## src/rtl/aes_key_pkg.sv

```systemverilog
// rtl/aes_key_pkg.sv - shared key ROM geometry and key arbiter state encoding
package aes_key_pkg;

  localparam int KEY_ADDR_BITS = 5;
  localparam int KEY_WIDTH     = 128;

  localparam logic [1:0] ST_IDLE    = 2'd0;
  localparam logic [1:0] ST_READ    = 2'd1;
  localparam logic [1:0] ST_CAPTURE = 2'd2;
  localparam logic [1:0] ST_RESP    = 2'd3;

endpackage

```

## src/rtl/rr_arbiter.sv

```systemverilog
// rtl/rr_arbiter.sv - combinational round-robin pick starting after last_grant
module rr_arbiter #(
  parameter int N_REQ = 2,
  parameter int IDX_W = (N_REQ > 1) ? $clog2(N_REQ) : 1
) (
  input  logic [N_REQ-1:0] req,
  input  logic [IDX_W-1:0] last_grant,
  output logic [N_REQ-1:0] grant,
  output logic [IDX_W-1:0] grant_idx
);

  int               sum;
  logic [IDX_W-1:0] cand;
  logic             found;

  // Walk last_grant+1 .. last_grant+N_REQ, so the previous winner is tried last.
  always_comb begin
    grant     = '0;
    grant_idx = '0;
    found     = 1'b0;
    sum       = 0;
    cand      = '0;
    for (int k = 1; k <= N_REQ; k++) begin
      sum = int'(last_grant) + k;
      if (sum >= N_REQ) sum = sum - N_REQ;
      cand = IDX_W'(sum);
      if (!found && req[cand]) begin
        found       = 1'b1;
        grant[cand] = 1'b1;
        grant_idx   = cand;
      end
    end
  end

endmodule

```

## src/rtl/key_rom_arbiter.sv

```systemverilog
// rtl/key_rom_arbiter.sv - round-robin sharing of the registered key ROM between requesters
module key_rom_arbiter
  import aes_key_pkg::*;
#(
  parameter int N_REQ      = 2,
  parameter int ADDR_BITS  = KEY_ADDR_BITS,
  parameter int DATA_WIDTH = KEY_WIDTH
) (
  input  logic                       clk,
  input  logic                       rst_n,
  input  logic [N_REQ-1:0]           req,
  input  logic [N_REQ*ADDR_BITS-1:0] req_idx,
  output logic [N_REQ-1:0]           req_ack,
  output logic [N_REQ-1:0]           key_valid,
  input  logic [N_REQ-1:0]           key_ready,
  output logic [DATA_WIDTH-1:0]      key_data,
  output logic                       rom_en,
  output logic [ADDR_BITS-1:0]       rom_addr,
  input  logic [DATA_WIDTH-1:0]      rom_data,
  output logic                       busy
);

  localparam int IDX_W = (N_REQ > 1) ? $clog2(N_REQ) : 1;

  logic [1:0]           state;
  logic [IDX_W-1:0]     last_grant;
  logic [N_REQ-1:0]     grant_oh;
  logic [N_REQ-1:0]     arb_grant;
  logic [IDX_W-1:0]     arb_idx;
  logic [ADDR_BITS-1:0] sel_idx;

  rr_arbiter #(
    .N_REQ (N_REQ),
    .IDX_W (IDX_W)
  ) u_rr_arbiter (
    .req        (req),
    .last_grant (last_grant),
    .grant      (arb_grant),
    .grant_idx  (arb_idx)
  );

  always_comb begin
    sel_idx = '0;
    for (int i = 0; i < N_REQ; i++) begin
      if (arb_grant[i]) sel_idx = req_idx[i*ADDR_BITS +: ADDR_BITS];
    end
  end

  // rom_addr doubles as the latched index; it is only meaningful while rom_en is high.
  always_ff @(posedge clk or negedge rst_n) begin
    if (!rst_n) begin
      state      <= ST_IDLE;
      last_grant <= IDX_W'(N_REQ - 1);
      grant_oh   <= '0;
      req_ack    <= '0;
      key_valid  <= '0;
      key_data   <= '0;
      rom_en     <= 1'b0;
      rom_addr   <= '0;
      busy       <= 1'b0;
    end else begin
      req_ack <= '0;
      case (state)
        ST_IDLE: begin
          if (|req) begin
            req_ack    <= arb_grant;
            grant_oh   <= arb_grant;
            last_grant <= arb_idx;
            rom_addr   <= sel_idx;
            rom_en     <= 1'b1;
            busy       <= 1'b1;
            state      <= ST_READ;
          end
        end
        ST_READ: begin
          rom_en <= 1'b0;
          state  <= ST_CAPTURE;
        end
        // The ROM only drives its word in the cycle after en; it reads 0 otherwise.
        ST_CAPTURE: begin
          key_data  <= rom_data;
          key_valid <= grant_oh;
          state     <= ST_RESP;
        end
        ST_RESP: begin
          if (|(key_ready & grant_oh)) begin
            key_valid <= '0;
            busy      <= 1'b0;
            state     <= ST_IDLE;
          end
        end
        default: begin
          key_valid <= '0;
          rom_en    <= 1'b0;
          busy      <= 1'b0;
          state     <= ST_IDLE;
        end
      endcase
    end
  end

endmodule

```

## config.mk

```make
export PLATFORM = sky130hd
export DESIGN_NAME = key_rom_arbiter
export DESIGN_NICKNAME = d
export VERILOG_FILES = /design/src/rtl/aes_key_pkg.sv /design/src/rtl/rr_arbiter.sv /design/src/rtl/key_rom_arbiter.sv
export SDC_FILE = /design/constraint.sdc
export NUM_CORES = 1
export LEC_CHECK = 0
export CORE_ASPECT_RATIO = 0.8
export CORE_UTILIZATION = 37
export DETAILED_ROUTE_END_ITERATION = 6
export HOLD_SLACK_MARGIN = 0.08
export PLACE_DENSITY = 0.81
export SYNTH_ARGS = -nofsm -noshare
export SYNTH_HDL_FRONTEND = slang
export SYNTH_HIERARCHICAL = 1
export SYNTH_SLANG_ARGS = --single-unit
```

## constraint.sdc

```tcl
create_clock -name clk -period 1.5 [get_ports clk]
set_input_delay 0.3 -clock clk [delete_from_list [all_inputs] [get_ports clk]]
set_output_delay 0.3 -clock clk [all_outputs]
set_load 0.02 [all_outputs]
```

Yosys cells after proc, flatten, opt, wreduce, memory -nomap -nowiden. Cells that the tools add are included.

Register bits: 144. Bits of input ports: 144. Word-level logic and storage cells: 68.

Add/subtract/negate cells: 4. Order comparisons: 6. Eq/ne operators: 5. Mux-type cells: 27. Bitwise operators: 2. Reductions and logical operators: 15.

Operators with widths (number): $mux W1 (13); $mux W2 (6); $mux W5 (2); $pmux W2 S4 (1); $reduce_and A2 Y1 (4); $reduce_bool A2 Y1 (3); $eq A2 B2 Y1 const B (2); $lt A1 B2 Y1 const B (2); $ne A2 B2 Y1 const B (2); $pmux W1 S2 (2); $pmux W2 S2 (1); $reduce_or A2 Y1 (2); $add A1 B2 Y3 const B (1); $ge A3 B2 Y1 const B (1); $logic_and A1 B1 Y1 (3); $reduce_and A3 Y1 (1); $add A1 B1 Y2 const B (1); $and A2 B2 Y2 (1); $demux W1 S1 (2); $eq A2 B1 Y1 const B (1); $ge A1 B1 Y1 const B (2); $ge A2 B2 Y1 const B (1); $logic_not A2 Y1 (1); $or A2 B2 Y2 (1); 2 further kinds (3).

Logic depth before layout (Yosys ltp). Gate-level depths: netlist of the first run.

Word-level depth: 12. Depth in mapped cells: 7. Gate-level depth less buffers: 5.

Hierarchy. The synthesis of the first run kept the hierarchy.

Modules (own cells, without submodules): key_rom_arbiter (times used 1, cells an instance 339, area an instance 5848.1 µm², sequential area each 3604.7 µm²); rr_arbiter (times used 1, cells an instance 4, area an instance 26.3 µm², sequential area each 0.0 µm²).

Least setup slack after synthesis of the first run. OpenSTA, ideal clock, no wires.

Path type: flip-flop to flip-flop. Start: reg state[0]. End: reg key_data[12]. Setup time: 0.125 ns. Arrival time: 1.357 ns. Data required time: 1.375 ns. Setup slack: 0.018 ns. Cell stages (with the launch flop): 7. Path buffers: 3. Clock period less this slack: 1.482 ns. Path through: dfrtp_1 inv_1 ha_1 buf_4 buf_6 buf_6 mux2_4.

Word-level cells in the longest chain between the ends: 1.

RTL lines: from (decl) (line key_rom_arbiter.sv:25) `logic [1:0] state;`; from (signal assigned) (line key_rom_arbiter.sv:52) `state <= ST_IDLE;`; from (signal assigned) (line key_rom_arbiter.sv:72) `state <= ST_READ;`; from (signal assigned) (line key_rom_arbiter.sv:77) `state <= ST_CAPTURE;`; $eq A2 B2 Y1 (line key_rom_arbiter.sv:63) `case (state)`; to (signal assigned) (line key_rom_arbiter.sv:81) `key_data <= rom_data;`; to (decl) (line key_rom_arbiter.sv:16) `output logic [DATA_WIDTH-1:0] key_data,`.

No other way between the ends. A chain may end at the register's enable or synchronous reset.

Worst setup path in the final report of the first run.
Start: reg key_data[124]. End: out key_data[124].

No word-level cell between the ends.

==> flow_summary.toml, run 1 <==
[synthesis]
yosysTopAreaCell = "dfrtp_1"
avgSynthCellArea_um2 = 17.1
yosysSeqAreaShare = 0.614
synthDistinctLibCells = 27
synth_top_area_share = 0.609
netlist_area_mm2 = 0.00587
syn_inst = 343
synth_seq_cells = 144
yosys-top-cells-area = "dfrtp_1, mux2_4, mux2_2"
yosysWarnings = 6
synth_nets = 492

[final_layout]
areaGrowthSynthToFinish_pct = 65.4
antenna_cells = 0
n_fill_cell = 1154
final_core_util = 0.636
num-nets-final = 812
seqCellArea_mm2 = 0.00361
multiInputGateArea_mm2 = 0.00214
layout-drive-gt1-share = 0.303

[global_routing]
grt_pass1_vias = 4427
antenna_found_initial = 0
grt-ovfl-total = 0
grt_max_degree = 48
grt_pass1_wl_mm = 24.0
grt_use_total = 0.196

[power]
power.total_uw = 9990
power_density_mw_per_mm2 = 1030
ir_worst_vdd_mv = 0.748
p_leak_uw = 0.00444

[setup_path]
reg2reg_slack_ns = 0.06
cp_num_buf_inv = 1
worstSetupStartpointType = "flop"
crit_chain = "dlygate4sd2_1"
ff2ff_path_depth = 4
critPathMaxFanout = 2
r2r-end = "key_data[110]"
crit_path_top_delay_cell = "dfrtp_1"
worstSetupEndpointType = "primary output"
required_ns = 1.20
crit_family = "flip-flops"
critPathMaxStageDelay_ns = 0.41
crit_arrival_ns = 1.16
crit_type = "reg -> out"
timing.rr.start = "state[0]"

[clock_network]
cts_tree = "done"
cts_buffer_depth = 2
ctsHtreeMaxLevel = 4
clk_latency_ns = 0.41
cts_root_buf = "clkbuf_16"
clock_sinks = 144
numCtsBuffers = 17
clk_pin_slew_ns = 0.06

[floorplan]
placementRows = 40
die-area_mm2 = 0.0164
ioPinCount = 283
coreArea_mm2 = 0.0153
die_height_um = 115
start_util = 0.385
die_x_um = 143

[detailed_routing]
drc = 0
num_vias = 4104
drt_iter0_drc = 140
wirelength_mm = 15.9
viasPerCell = 4.63
ant_nets = 0
drt_pre_antenna_iters = 5
wl_per_cell_um = 18.0

[sta]
rsz0062_at_grt = "false"
min_period_ns = 1.46
slew_viol_final = 0
slew_headroom = 0.672
fmax_ghz = 0.686
fin_crit_sh = 0.972
hold_viol_final = 0
clock_skew_ns = 0.00798
worst_slack_ns = 0.0427
tightest_slew_ns = 0.491
finalSetupViolations = 0

[place]
gp_congestion = 0.791
io_buffer_count = 282
post-dp-hpwl_mm = 11.6
post-place-ws_ns = -0.333

[worst_hold_path]
hold_path.class = "in -> async"

[run_status]
status = "finished clean"

[run]
max_cap_violations = 0
==> registers in the layout (all words and copies together), names as in the netlist <==
register    cells
key_data      128
rom_addr        5
busy            1
req_ack         2
grant_oh        2
rom_en          1
state           2
last_grant      1
key_valid       2
==> metrics by stage <==
step / hold slack [ns] / std cells / instance area, µm² / setup TNS [ns]
finish: 0.395 / 886 / 9720 / 0
global route: 0.430 / 886 / 9720 / 0
CTS: 0.406 / 882 / 9650 / -0.0537
detailed placement: 0.280 / 849 / 9150 / -2.25
global placement: 0.273 / 849 / 9150 / -1.30
floorplan: 0.00441 / 343 / 5870 / 0
==> synthesized netlist by cell type (all sizes together) <==
master	instances
a221oi	4
a21boi	3
o2bb2ai	2
mux2	129
a31oi	1
dfrtp	143
nor2b	1
inv	5
mux2i	3
nor2	14
buf	16
ha	5
a21oi	1
dfstp	1
o21ai	1
a21o	2
and2	2
o22ai	1
nand3	1
a22oi	2
nand2	5
o21a	1
==> layout by cell type, fill, tap and decap left out, types with 5 or more instances in the layout <==
master           Yosys  layout
nor2_1              14      14
buf_12               0       7
dfrtp_1            143     142
nand2_1              5       5
mux2_2              42      42
clkbuf_16            0      17
mux2_4              87      87
buf_4                1      25
clkdlybuf4s50_1      0     142
dlygate4sd2_1        0     135
==> what timing repair did <==
| item | in CTS | in global routing |
|---|---|---|
| pin swaps | 0 | 1 |
| setup endpoints to repair | 142 | 43 |
| buffers inserted | 0 | 4 |
| resized for setup | 141 | 13 |
| endpoints found under the hold margin | 38 | 0 |
| hold buffers | 1 | 0 |
==> cell families (layout without fill, tap and decap cells) <==
| family | after synthesis | count (layout) | share of synthesized area |
|---|---|---|---|
| flip-flops | 144 | 144 | 0.614 |
| AND/OR/NAND/NOR | 23 | 23 | 0.0162 |
| AO/OA/AOI/OAI | 18 | 18 | 0.0230 |
| multiplexers | 132 | 132 | 0.308 |
| adder cells (fa/ha/maj) | 5 | 5 | 0.0106 |
| buffers and inverters | 21 | 354 | 0.0285 |
==> metal layers <==
| layer | wire length (µm) | track usage | share of wire | vias to the layer above |
|---|---|---|---|---|
| met1 | 6440 | 0.226 | 0.40 | 2041 |
| met3 | 1440 | 0.0786 | 0.090 | 19 |
| met5 | 0 | 0 | 0 | - |
| met2 | 7840 | 0.331 | 0.49 | 198 |
| li1 | - | - | - | 1846 |
| met4 | 210 | 0.0695 | 0.013 | 0 |
==> final cells by class <==
| cell class | instances | area share |
|---|---|---|
| Timing Repair Buffer | 317 | 0.312 |
| Inverter | 5 | 0.00193 |
| Clock inverter | 13 | 0.0205 |
| Sequential cell | 144 | 0.371 |
| Clock buffer | 19 | 0.0466 |
| Tap cell | 210 | 0.0270 |
| Multi-Input combinational cell | 178 | 0.221 |
==> report_power, final <==
| part | total, µW | switching, µW | internal, µW |
|---|---|---|---|
| sequential | 4160 | 98.2 | 4060 |
| combinational | 1230 | 519 | 711 |
| clock | 4600 | 1690 | 2910 |
==> how the worst max path moves through the flow <==
stage	endpoint	depth (start not counted)	start	slack, ns
after floorplan	key_data[12]	6	state[0]	0.02
after global placement	rom_addr[4]	5	req[1]	-0.18
after detailed placement	rom_addr[4]	5	req[1]	-0.33
after CTS	state[1]	5	state[0]	-0.03
after global routing	key_data[16]	1	key_data[16]	0.0006
final	key_data[124]	1	key_data[124]	0.04
Note: power is estimated with default switching activity, not from simulation.
==> run 2, diff against run 1 <==
GPL_TIMING_DRIVEN = 1   (was unset)
==> results of run 2 <==
The final DEF is identical to that of run 1; final timing and power are the same.
==> run 3, diff against run 2 <==
CAP_MARGIN = 20   (was unset)
CORE_MARGIN = 2   (was unset)
CORE_UTILIZATION = 41   (was 37)
PLACE_DENSITY = 0.85   (was 0.81)
clock period = 1.37 ns   (was 1.5 ns; I/O delays follow)
==> run 3 against run 2 <==
  * The run now ends with negative setup slack left
  * Setup slack lost 0.13 ns
  * Global-route usage grew 2.1 points
  * Sequential share of layout area is 0.31 points higher
  * Clock-buffer cell count increased by 5
  * Largest cell class unchanged
  * Largest power group is now registers
==> flow_summary.toml, run 3 (synthesized netlist as in run 1, its figures left out) <==
[power]
ir_worst_vdd_mv = 0.988
pwr-share-clk = 0.430
power_frac_seq = 0.439
power.internal_uw = 7970
switching_share = 0.233
power_density_mw_per_mm2 = 1080
power.switching_uw = 2420
comb_power_share = 0.131
p_leak_uw = 0.00440

[sta]
tightest_slew_ns = 0.351
tns_ns = -5.98
worst_slack_ns = -0.0829
hold_viol_final = 0
slew_headroom = 0.766
clock_skew_ns = 0.00824
fin_crit_sh = 1.06
slew_viol_final = 0
finalSetupViolations = 128
rsz0062_at_grt = "true"
min_period_ns = 1.45
fmax_ghz = 0.688

[global_routing]
grt_pass1_vias = 4714
grt_pass1_wl_mm = 25.1
grt_max_degree = 46
antenna_found_initial = 0
grt-ovfl-total = 0
grt_use_total = 0.217

[place]
io_buffer_count = 282
placed_cell_area_mm2 = 0.00918
post-dp-hpwl_mm = 11.8
gp_congestion = 0.844
post-place-ws_ns = -0.395

[final_layout]
largest-register = "key_data"
largest_register_ffs = 128
design_area_mm2 = 0.00963
areaGrowthSynthToFinish_pct = 64.0
final_core_util = 0.681
antenna_cells = 0
layout_common_cells = "dfrtp_1, clkdlybuf4s50_1, mux2_4"
layout-drive-gt1-share = 0.519
top_regs = "key_data (128), rom_addr (5)"
final_common_cell = "dfrtp_1"
n_fill_cell = 983
num-nets-final = 820

[setup_path]
timing.rr.start = "state[0]"
reg2reg_slack_ns = -0.08
worstSetupEndpointType = "flop"
r2r-end = "key_data[99]"
startpoint = "state[0]"
crit_arrival_ns = 1.75
crit_path_top_delay_cell = "dfrtp_1"
critPathMaxStageDelay_ns = 0.40
required_ns = 1.66
crit_type = "reg -> reg"
ff2ff_path_depth = 5
crit_chain = "inv_2, ha_4, buf_12, buf_4, mux2_2"
critPathMaxFanout = 15
critPathCapture = "key_data[99]"
worstSetupStartpointType = "flop"

[clock_network]
cts_tree = "done"
cts_root_buf = "clkbuf_16"
numCtsBuffers = 17
cts_buffer_depth = 2
clock_sinks = 144
ctsHtreeMaxLevel = 4
clk_latency_ns = 0.41
clk_pin_slew_ns = 0.06

[run]
max_cap_violations = 0

[run_status]
violations = "negative setup slack"
status = "complete, but fails checks"

[detailed_routing]
drt_pre_antenna_iters = 4
num_vias = 4184
ant_nets = 0
wirelength_mm = 16.6
wl_per_cell_um = 19.1
viasPerCell = 4.82
drt_iter0_drc = 172
drc = 0

[floorplan]
die-area_mm2 = 0.0153
die_height_um = 111
placementRows = 39
coreArea_mm2 = 0.0142
die_x_um = 138
ioPinCount = 283
start_util = 0.415

[worst_hold_path]
hold_path.class = "in -> async"
==> run 3: cell count changes in the layout (fill, tap and decap cells not counted), sizes merged, moves of 2 or more <==
cell           change
dlygate4sd2      -135
bufinv             -3
clkdlybuf4s15     +48
buf               +71
clkbuf            +29
inv                -5
clkinvlp           +2
==> run 3: cell type report <==
type	count	area, µm²	area share
multi-input combinational	178	2250	0.233
inverter	5	18.8	0.00195
sequential	144	3600	0.374
clock buffer	24	502	0.0521
tap	184	230	0.0239
clock inverter	8	78.8	0.00818
timing repair buffer	325	2950	0.306
==> run 3: through the flow <==
step           hold WS (ns)  cells  power (µW)
2_1_floorplan       -0.0216    343        5110
3_3_place_gp          0.188    829        6070
3_5_place_dp          0.188    829        6110
4_1_cts               0.322    866       10600
5_1_grt               0.336    868       10800
6_report              0.331    868       10400
==> run 3: worst max-delay path, delay by kind of cell, from the launching register on <==
kind                       cells  cell delay (ns)
muxes                          1             0.33
DFF                            1             0.40
adders and majority gates      1             0.16
buffers and inverters          3             0.44
==> run 3: timing repair <==
action,in CTS,in global routing
pin swaps,1,0
hold buffers,1,0
endpoints found under the hold margin,28,0
gates cloned,0,2
gates resized for setup,426,93
buffers inserted,4,0
endpoints found under the setup margin,270,220
==> run 3: worst min path at each step <==
stage               start           end  depth (start not counted)
floorplan           rst_n          busy                          0
global placement    rst_n  key_data[87]                          1
detailed placement  rst_n  key_data[87]                          1
CTS                 rst_n  key_data[62]                          2
global route        rst_n  key_data[62]                          2
finish              rst_n  key_data[87]                          2
==> run 3: layer usage <==
metal | vias to the layer above | wire, µm | global-route usage
li1 | 1855 | - | -
met1 | 2111 | 6370 | 0.245
met2 | 190 | 8610 | 0.381
met3 | 28 | 1370 | 0.0754
met4 | 0 | 267 | 0.0735
met5 | - | 0 | 0
==> run 3: power groups by stage <==
stage / Combinational, µW / Clock, µW / Sequential (µW)
global route: 1450 / 4770 / 4580
finish: 1360 / 4470 / 4560
detailed placement: 1470 / 0 / 4640
global placement: 1450 / 0 / 4620
floorplan: 249 / 0 / 4860
CTS: 1430 / 4550 / 4570
==> patch (settings of run 3) <==
Reset style: synchronous (`rst_n`), changed in one clocked block.
--- a/src/rtl/key_rom_arbiter.sv
+++ b/src/rtl/key_rom_arbiter.sv
@@ -49,3 +49,3 @@
   // rom_addr doubles as the latched index; it is only meaningful while rom_en is high.
-  always_ff @(posedge clk or negedge rst_n) begin
+  always_ff @(posedge clk) begin
     if (!rst_n) begin
Formal check against the unedited RTL: differs if rst_n is asserted again (counterexample within 4 cycles, from zero or initial values and one cycle with rst_n low); with rst_n held inactive, the same outputs for 10 cycles.
==> patch against run 3 <==
The flow still finishes with violations (negative setup slack); setup slack better by 0.037 ns; critical endpoint is now key_data[46]; cell area down 4.2%; synthesized area is 5.2% lower; sequential cell count unchanged; global-route usage shrank 1.6 points; hold slack got worse by 0.086 ns; routed wire length down 1.1%; critical path depth grew 1.
Power is not compared: it rests on default switching activity, and its combinational part moved more than twofold at a synthesized area within 25%.
==> patch: results (changes against run 3) <==
[outcome]
status = finished, violations left
violations = negative setup slack

[global_routing]
grt_pass1_vias = 4677  ; -0.78%
use_met1_pct = 22.1  ; -2.4 points
grt_max_degree = 97  ; +110%
track_usage_pct = 20.2  ; -1.6 points
grtUsageMet2_pct = 35.6  ; -2.5 points
grtUsageMet3_pct = 6.75  ; -0.79 points

[final_layout]
finalNonFillerCells = 988  ; +14%

[critical_path]
startpoint = state[0]
r2r-end = key_data[46]
worstPathArrival_ns = 1.71  ; -0.04 ns
r2r_cells = 6  ; +1
cpPeakStageDelay_ns = 0.37  ; -0.03 ns
cpMaxStageDelayCell = dfxtp_4

[placed_design]
place.gp.congestion = 0.819  ; -3.0%
dp_hpwl_mm = 11.1  ; -5.8%
preCtsSetupSlack_ns = -0.411  ; -0.0164 ns

[drt]
num_vias = 4727  ; +13%
drt-total-wl_mm = 16.4  ; -1.1%

[worst_hold_path]
hold_path.class = in -> reg

[sta]
worst_pin_slew_ns = 0.310  ; -0.0407 ns
worst_slack_ns = -0.0463  ; +0.0366 ns
setup_viol = 5  ; -96%
clock_skew_ns = 0.00817  ; -0.0000740 ns
fin_setup_tns_ns = -0.166  ; +5.81 ns

[synth]
syn_area_per_cell_sq_um = 11.2  ; -35%
ys_seq_area_share_pct = 51.7  ; -9.6 points
ys_async_sr_fraction_pct = 0  ; -100 points
synthFlopType = dfxtp_1
synth_common_cells = dfxtp_1 (144), nor2b_1 (130), mux2i_1 (129), clkbuf_1 (15), nand2_1 (15)
synth_fp_nets = 648  ; +32%

[floorplanning]
core_region_area_sq_um = 13400  ; -5.3%

[pwr]
finalPower_w = 0.0161

[patch: worst max path at each step]
stage,end,slack (ns),cells after the start
5_1_grt,rom_en,-0.10,5
3_3_place_gp,rom_addr[4],-0.27,6
6_report,key_data[46],-0.05,6
4_1_cts,key_data[63],-0.05,5
2_1_floorplan,state[0],-0.07,7
3_5_place_dp,rom_addr[3],-0.41,6
[patch: per-stage QoR]
step / hold WS, ns / util (%) / cell area, sq um
6_report: 0.245 / 68.8 / 9230
5_1_grt: 0.237 / 68.8 / 9230
4_1_cts: 0.225 / 68.6 / 9190
3_5_place_dp: 0.470 / 64.2 / 8610
3_3_place_gp: 0.459 / 64.2 / 8610
2_1_floorplan: 0.443 / - / 5600
[patch: area by class of cell]
class / count / area (sq um) / area share [%]
clock buffers: 19 / 443 / 4.80
clock inverters: 13 / 136 / 1.48
inverters: 3 / 16.3 / 0.176
multi-input cells: 320 / 2580 / 27.9
flip-flops and latches: 144 / 2890 / 31.3
well taps: 180 / 225 / 2.44
repair buffers: 309 / 2940 / 31.9
[patch: cell families (layout without fill, tap and decap cells)]
family	after synthesis	count (layout)	share of synthesized area, %
and+or+nand+nor	163	163	17.4
AOI/OAI and AO/OA	23	23	3.19
muxes	129	129	23.2
DFF	144	144	51.7
buffers and inverters	35	344	3.32
adders and majority gates	5	5	1.12
[patch: timing repair]
item,CTS,global route
cloned,0,9
setup endpoints to repair,204,219
pin swaps,1,0
gates resized for setup,262,136
setup buffers,0,5
[patch: layer usage]
layer	wire [microns]	vias to the layer above
met5	0	-
met4	410	0
met3	1120	35
met2	8450	202
met1	6450	2212
li1	-	2278
